**src/rtl/alu_arbiter.sv**
```systemverilog
// ---------------------------------------------------------------------------
// alu_arbiter
// Shares one combinational integer ALU between two valid/ready requesters
// and registers the result, with requester ID and tag, into a single
// response slot.
// Revision: 1.0
// ---------------------------------------------------------------------------
`default_nettype none

module alu_arbiter #(
   parameter int TAG_W        = 4,
   parameter int PRIO_MODE    = 0,
   parameter int STARVE_LIMIT = 3
) (
   input  logic             clk,
   input  logic             resetn,

   input  logic             req0_valid_i,
   output logic             req0_ready_o,
   input  logic [63:0]      req0_opr_a_i,
   input  logic [63:0]      req0_opr_b_i,
   input  logic [3:0]       req0_alu_func_i,
   input  logic             req0_word_op_i,
   input  logic [TAG_W-1:0] req0_tag_i,

   input  logic             req1_valid_i,
   output logic             req1_ready_o,
   input  logic [63:0]      req1_opr_a_i,
   input  logic [63:0]      req1_opr_b_i,
   input  logic [3:0]       req1_alu_func_i,
   input  logic             req1_word_op_i,
   input  logic [TAG_W-1:0] req1_tag_i,

   output logic [63:0]      alu_opr_a_o,
   output logic [63:0]      alu_opr_b_o,
   output logic [3:0]       alu_func_o,
   output logic             alu_word_op_o,
   input  logic [63:0]      alu_res_i,

   output logic             rsp_valid_o,
   input  logic             rsp_ready_i,
   output logic             rsp_id_o,
   output logic [TAG_W-1:0] rsp_tag_o,
   output logic [63:0]      rsp_res_o
);

   // ALU function presented while nothing is granted
   localparam logic [3:0] OP_ADD = 4'd0;
   localparam logic [3:0] LIMIT  = 4'(STARVE_LIMIT);

   logic       can_accept;
   logic       grant_vld;
   logic       grant_idx;
   logic       hs0;
   logic       hs1;
   logic       handshake;
   logic       last_grant;
   logic [3:0] starve_cnt;

   // The response slot can take a new result when empty or draining this cycle
   assign can_accept = !rsp_valid_o || rsp_ready_i;

   // Arbitration: pick a requester only when the response slot can take it
   always_comb begin
      grant_vld = 1'b0;
      grant_idx = 1'b0;
      if (can_accept) begin
         if (PRIO_MODE == 0) begin
            if (req0_valid_i && req1_valid_i) begin
               grant_vld = 1'b1;
               grant_idx = !last_grant;
            end else if (req0_valid_i) begin
               grant_vld = 1'b1;
               grant_idx = 1'b0;
            end else if (req1_valid_i) begin
               grant_vld = 1'b1;
               grant_idx = 1'b1;
            end
         end else begin
            // Requester 1 wins when alone or once requester 0 has starved it long enough
            if (req1_valid_i && (!req0_valid_i || starve_cnt == LIMIT)) begin
               grant_vld = 1'b1;
               grant_idx = 1'b1;
            end else if (req0_valid_i) begin
               grant_vld = 1'b1;
               grant_idx = 1'b0;
            end
         end
      end
   end

   assign req0_ready_o = grant_vld && !grant_idx;
   assign req1_ready_o = grant_vld &&  grant_idx;
   assign hs0          = req0_valid_i && req0_ready_o;
   assign hs1          = req1_valid_i && req1_ready_o;
   assign handshake    = hs0 || hs1;

   // Steer the granted payload to the ALU; park on a zero ADD otherwise
   always_comb begin
      alu_opr_a_o   = 64'd0;
      alu_opr_b_o   = 64'd0;
      alu_func_o    = OP_ADD;
      alu_word_op_o = 1'b0;
      if (grant_vld) begin
         if (grant_idx) begin
            alu_opr_a_o   = req1_opr_a_i;
            alu_opr_b_o   = req1_opr_b_i;
            alu_func_o    = req1_alu_func_i;
            alu_word_op_o = req1_word_op_i;
         end else begin
            alu_opr_a_o   = req0_opr_a_i;
            alu_opr_b_o   = req0_opr_b_i;
            alu_func_o    = req0_alu_func_i;
            alu_word_op_o = req0_word_op_i;
         end
      end
   end

   // Arbitration history: last winner and requester-1 starvation count
   always_ff @(posedge clk or negedge resetn) begin
      if (!resetn) begin
         last_grant <= 1'b1;
         starve_cnt <= 4'd0;
      end else begin
         if (handshake) begin
            last_grant <= grant_idx;
         end
         if (hs1 || !req1_valid_i) begin
            starve_cnt <= 4'd0;
         end else if (hs0 && starve_cnt != LIMIT) begin
            starve_cnt <= starve_cnt + 4'd1;
         end
      end
   end

   // One-entry response slot: load on accept, clear valid on drain, hold data otherwise
   always_ff @(posedge clk or negedge resetn) begin
      if (!resetn) begin
         rsp_valid_o <= 1'b0;
         rsp_id_o    <= 1'b0;
         rsp_tag_o   <= '0;
         rsp_res_o   <= 64'd0;
      end else if (handshake) begin
         rsp_valid_o <= 1'b1;
         rsp_id_o    <= grant_idx;
         rsp_tag_o   <= grant_idx ? req1_tag_i : req0_tag_i;
         rsp_res_o   <= alu_res_i;
      end else if (rsp_ready_i) begin
         rsp_valid_o <= 1'b0;
      end
   end

endmodule

`default_nettype wire

```
**config.mk**
```make
export PLATFORM = sky130hd
export DESIGN_NAME = alu_arbiter
export DESIGN_NICKNAME = d
export VERILOG_FILES = /design/src/rtl/alu_arbiter.sv
export SDC_FILE = /design/constraint.sdc
export NUM_CORES = 1
export LEC_CHECK = 0
export CAP_MARGIN = 40
export CORE_AREA = 3 3 212 214
export DETAILED_ROUTE_END_ITERATION = 10
export DIE_AREA = 0 0 215 217
export HOLD_SLACK_MARGIN = 0.12
export PLACE_DENSITY = 0.49
export SYNTH_ARGS = -nofsm -noshare
export SYNTH_HDL_FRONTEND = slang
export SYNTH_SLANG_ARGS = --single-unit
```
**constraint.sdc**
```tcl
create_clock -name clk -period 1.7 [get_ports clk]
set_input_delay 0.34 -clock clk [delete_from_list [all_inputs] [get_ports clk]]
set_output_delay 0.34 -clock clk [all_outputs]
set_load 0.03 [all_outputs]
```
Word-level counts from Yosys, hierarchy flattened --
Cells that the tools add are included.
Cells by class: muxes and demuxes 18, reductions and logical operators 11
Operator list (count):
- $mux W64 | 4
- $mux W4 | 3
- $mux W1 | 11
- $logic_and A1 B1 Y1 | 5
- $logic_not A1 Y1 | 3
- $logic_or A1 B1 Y1 | 2
- $reduce_bool A2 Y1 | 1
Word-level totals: register bits 71, logic and storage cells 34, output and inout bits 205, bits of input ports 343

Logic depth before layout (Yosys ltp) --
depth in word-level cells 9, depth in mapped cells 7, mapped depth without buffers 4

Worst setup path before layout --
Ideal clock, no wire load.
path type register to output, from reg last_grant, to out alu_opr_a_o[0], cell stages (with the launch flop) 8, required time 1360 ps, path buffers 3, arrival 1510 ps, slack -150 ps, cells stage by stage dfstp_2 > buf_2 > nand2_2 > nand3_2 > inv_2 > buf_6 > buf_6 > a22o_1
On the way: word-level cells in the longest chain between the ends 5
Ends and longest elaborated chain:
- start, declared | RTL line 57 | logic last_grant;
- start signal, assigned | RTL line 126 | last_grant <= grant_idx;
- $logic_not A1 Y1 | RTL line 71 | grant_idx = !last_grant;
- $mux W1 | RTL line 69 | if (req0_valid_i && req1_valid_i) begin
- $mux W1 | RTL line 67 | if (can_accept) begin
- $mux W64 | RTL line 105 | if (grant_idx) begin
- $mux W64 | RTL line 104 | if (grant_vld) begin
- end, declared | RTL line 34 | output logic [63:0] alu_opr_a_o,
Every way passes these cells.

Worst setup path after layout --
from reg last_grant, to out alu_opr_b_o[34]
On the way: word-level cells in the longest chain between the ends 5
Ends and longest elaborated chain:
- $logic_not A1 Y1 | RTL line 71
- $mux W1 | RTL line 69
- $mux W1 | RTL line 67
- $mux W64 | RTL line 105
- $mux W64 | RTL line 104
- end, declared | RTL line 35 | output logic [63:0] alu_opr_b_o,
Every way passes these cells.

==> flow_metrics.env <==
export IMPL_finalSetupViolCount=214
export IMPL_slew_limit_headroom_pct=73.48
export IMPL_drtIter0Drc=191
export IMPL_worst_r2r_endpoint="rsp_res_o[63]$_DFFE_PN0P_"
export IMPL_grt_first_pass_wirelength_mm=43.51
export IMPL_fp_row_count=76
export IMPL_synth_area_um2=4277
export IMPL_wirelength_mm=31.61
export IMPL_io_pins=548
export IMPL_nets=1266
export IMPL_firstDrtPassIters=4
export IMPL_p_leak_nw=5.270
export IMPL_finalWeightedCongestion=0.8244
export IMPL_core_area_um2=43080
export IMPL_clk_pin_slew_ns=0.06
export IMPL_drv_slew=0
export IMPL_initial_core_util_pct=9.928
export IMPL_worst_r2r_path_depth=6
export IMPL_gr_total_overflow=0
export IMPL_final_layout_size_suffix_gt1_share_pct=37.93
export IMPL_grt_usage_pct=12.77
export IMPL_cap_violations=0
export IMPL_clk_latency_ns=0.35
export IMPL_cts_made_buffers=9
export IMPL_syn_num_nets=688
export IMPL_yosys_warnings=0
export IMPL_drc_errors=0
export IMPL_rsz0062_at_grt="yes"
export IMPL_vias_per_cell=3.664
export IMPL_max_freq_mhz=458.6
export IMPL_antenna_found_initial=7
export IMPL_grt_pass1_vias=6182
export IMPL_skew_ns=0.008662
export IMPL_pwr_density_cell_nw_per_um2=701.4
export IMPL_run_status="finished, violations left"
export IMPL_grt_max_degree=72
export IMPL_irDropWorstVdd_v=0.0004010
export IMPL_final_antenna_net_count=0
export IMPL_cts_max_level=3
export IMPL_post_route_min_period_ns=2.181
export IMPL_die_area_um2=46660
export IMPL_syn_area_per_cell_um2=12.40
export IMPL_violations="setup timing"
export IMPL_crit_path_end="alu_opr_b_o[34]"
export IMPL_die_height_um=217
export IMPL_hold_violations=0
export IMPL_critPathLaunch="last_grant$_DFFE_PN1P_"
export IMPL_cts_tree="yes"
export IMPL_whs_ns=0.4734
export IMPL_tns_ns=-61.95
export IMPL_synth_seq_cells=71
export IMPL_postLayoutSetupSlackWorst_ns=-0.4807
export IMPL_critPathArrivalTime_ns=1.84
export IMPL_cp_start_kind="flop"
export IMPL_cts_root_buf="clkbuf_16"
export IMPL_worstSetupPathType="flop to output port"
export IMPL_syn_to_final_growth_pct=185.6
export IMPL_fp_dieW_um=215
export IMPL_dpl_hpwl_mm=26.68
export IMPL_hold_class="flop to flop"
export IMPL_syn_inst=345
export IMPL_timing_rr_start="rsp_valid_o$_DFFE_PN0P_"
export IMPL_critical_path_required_ns=1.36
export IMPL_tightest_slew_ns=0.3977
export IMPL_via_count=5562
export IMPL_clock_path_buffers=2
export IMPL_io_buffers=547
export IMPL_wl_per_cell_um=20.82
export IMPL_yosysSeqAreaShare_pct=41.57
export IMPL_worstPathMaxFanout=13
export IMPL_cts_sinks=71
export IMPL_final_period_utilization_pct=128.3
export IMPL_crit_path_end_kind="output port"
export IMPL_reg2reg_slack_ns=-0.03
export IMPL_synthDistinctLibCells=27
sequential cells by signal, summed over array words and instances, names as in the netlist:
name,flops
rsp_res_o,64
rsp_tag_o,4
last_grant,1
rsp_id_o,1
rsp_valid_o,1
per-stage QoR:
stage | setup slack, ns | power [W] | instances | util [%] | instance area (um^2)
after global routing | -0.5668 | 0.008964 | 1516 | 28.35 | 12210
after CTS | -0.5292 | 0.008679 | 1512 | 28.10 | 12100
after global placement | -0.7224 | 0.006496 | 1491 | 26.76 | 11530
after floorplan | -0.1238 | 0.004219 | 345 | - | 5256
after detailed placement | -0.7200 | 0.006509 | 1491 | 26.76 | 11530
final | -0.4807 | 0.008568 | 1518 | 28.36 | 12220
worst max-delay path, cell delays in order, from the launching register on:
cell and delay [ns]:
dfstp_2 0.59, nand2_4 0.08, nand3_4 0.11, inv_8 0.09, buf_6 0.17, a22o_4 0.27, buf_4 0.17
synthesized netlist by cell type, drive strengths merged:
master | count | share of area, %
o2111ai | 4 | 0.82
dfstp | 1 | 0.61
o211a | 1 | 0.23
mux2 | 64 | 17
nand3 | 1 | 0.23
inv | 6 | 0.59
o21ai | 5 | 0.59
nor2 | 2 | 0.73
dfrtp | 70 | 41
nor2b | 1 | 0.15
nand4 | 4 | 0.59
a21o | 2 | 0.35
o211ai | 4 | 0.70
o31ai | 4 | 0.70
buf | 39 | 8.5
a22o | 129 | 26
and2 | 1 | 0.15
a21oi | 4 | 0.47
nand2 | 2 | 0.23
nand2b | 1 | 0.15
cells in the final DEF, fill, tap and decap left out, drive strengths merged:
cell             n
nand2            2
clkdlybuf4s50  404
a22o           129
nand2b           1
mux2            64
o211a            1
o31ai            4
o211ai           4
a21oi            4
bufinv           1
nor2             2
diode            5
dfrtp           70
and2             1
inv              9
dlygate4sd3      1
dlygate4sd2      3
nand4            4
nor2b            1
clkbuf          11
nand3            1
buf            191
o2111ai          4
dfstp            1
bufbuf           1
o21ai            5
clkinv           3
a21o             2
dlymetal6s2s     4
worst min-delay path by stage:
stage / slack, ns / end / startpoint / cells after the start
floorplan: 0.04 / rsp_id_o$_DFFE_PN0P_ / resetn / 0
global placement: 0.39 / rsp_res_o[0]$_DFFE_PN0P_ / resetn / 2
detailed placement: 0.39 / rsp_res_o[0]$_DFFE_PN0P_ / resetn / 2
CTS: 0.48 / rsp_id_o$_DFFE_PN0P_ / rsp_id_o$_DFFE_PN0P_ / 1
global route: 0.49 / rsp_res_o[29]$_DFFE_PN0P_ / rsp_res_o[29]$_DFFE_PN0P_ / 1
finish: 0.47 / rsp_id_o$_DFFE_PN0P_ / rsp_id_o$_DFFE_PN0P_ / 1
kinds of logic after synthesis:
group / Yosys count / synth area share [%]
simple gates: 12 / 2.224
mux: 64 / 16.85
compound gates: 153 / 30.28
flops: 71 / 41.57
buf+inv: 45 / 9.069
cell type report:
cell class / instances / area, um^2
Timing Repair Buffer: 606 / 6186
Sequential cell: 71 / 1779
Antenna cell: 5 / 12.51
Fill cell: 4497 / 30860
Multi-Input combinational cell: 229 / 3169
Tap cell: 585 / 732.0
Clock inverter: 7 / 78.83
Inverter: 6 / 32.53
Clock buffer: 9 / 225.2
metal layers:
layer / up-vias / global-route usage (%) / share of wire (%)
met2: 281 / 23.59 / 53
met3: 28 / 4.007 / 7.5
met5: - / 0 / 0
li1: 2548 / - / -
met1: 2705 / 14.13 / 38
met4: 0 / 3.459 / 2.1
repair_timing:
action,CTS,global route
setup buffers,1,1
gates resized for setup,46,16
hold buffers,1,0
hold endpoints to repair,70,0
pin swaps,10,3
endpoints found under the setup margin,268,268
cloned,3,2
report_power, final:
group / internal (W) / leakage (nW) / switching [W]
Sequential: 0.00193 / 0.828 / 0.000114
Combinational: 0.00239 / 4.29 / 0.00217
Clock: 0.00115 / 0.151 / 0.000809
(Power assumes the default switching activity.)
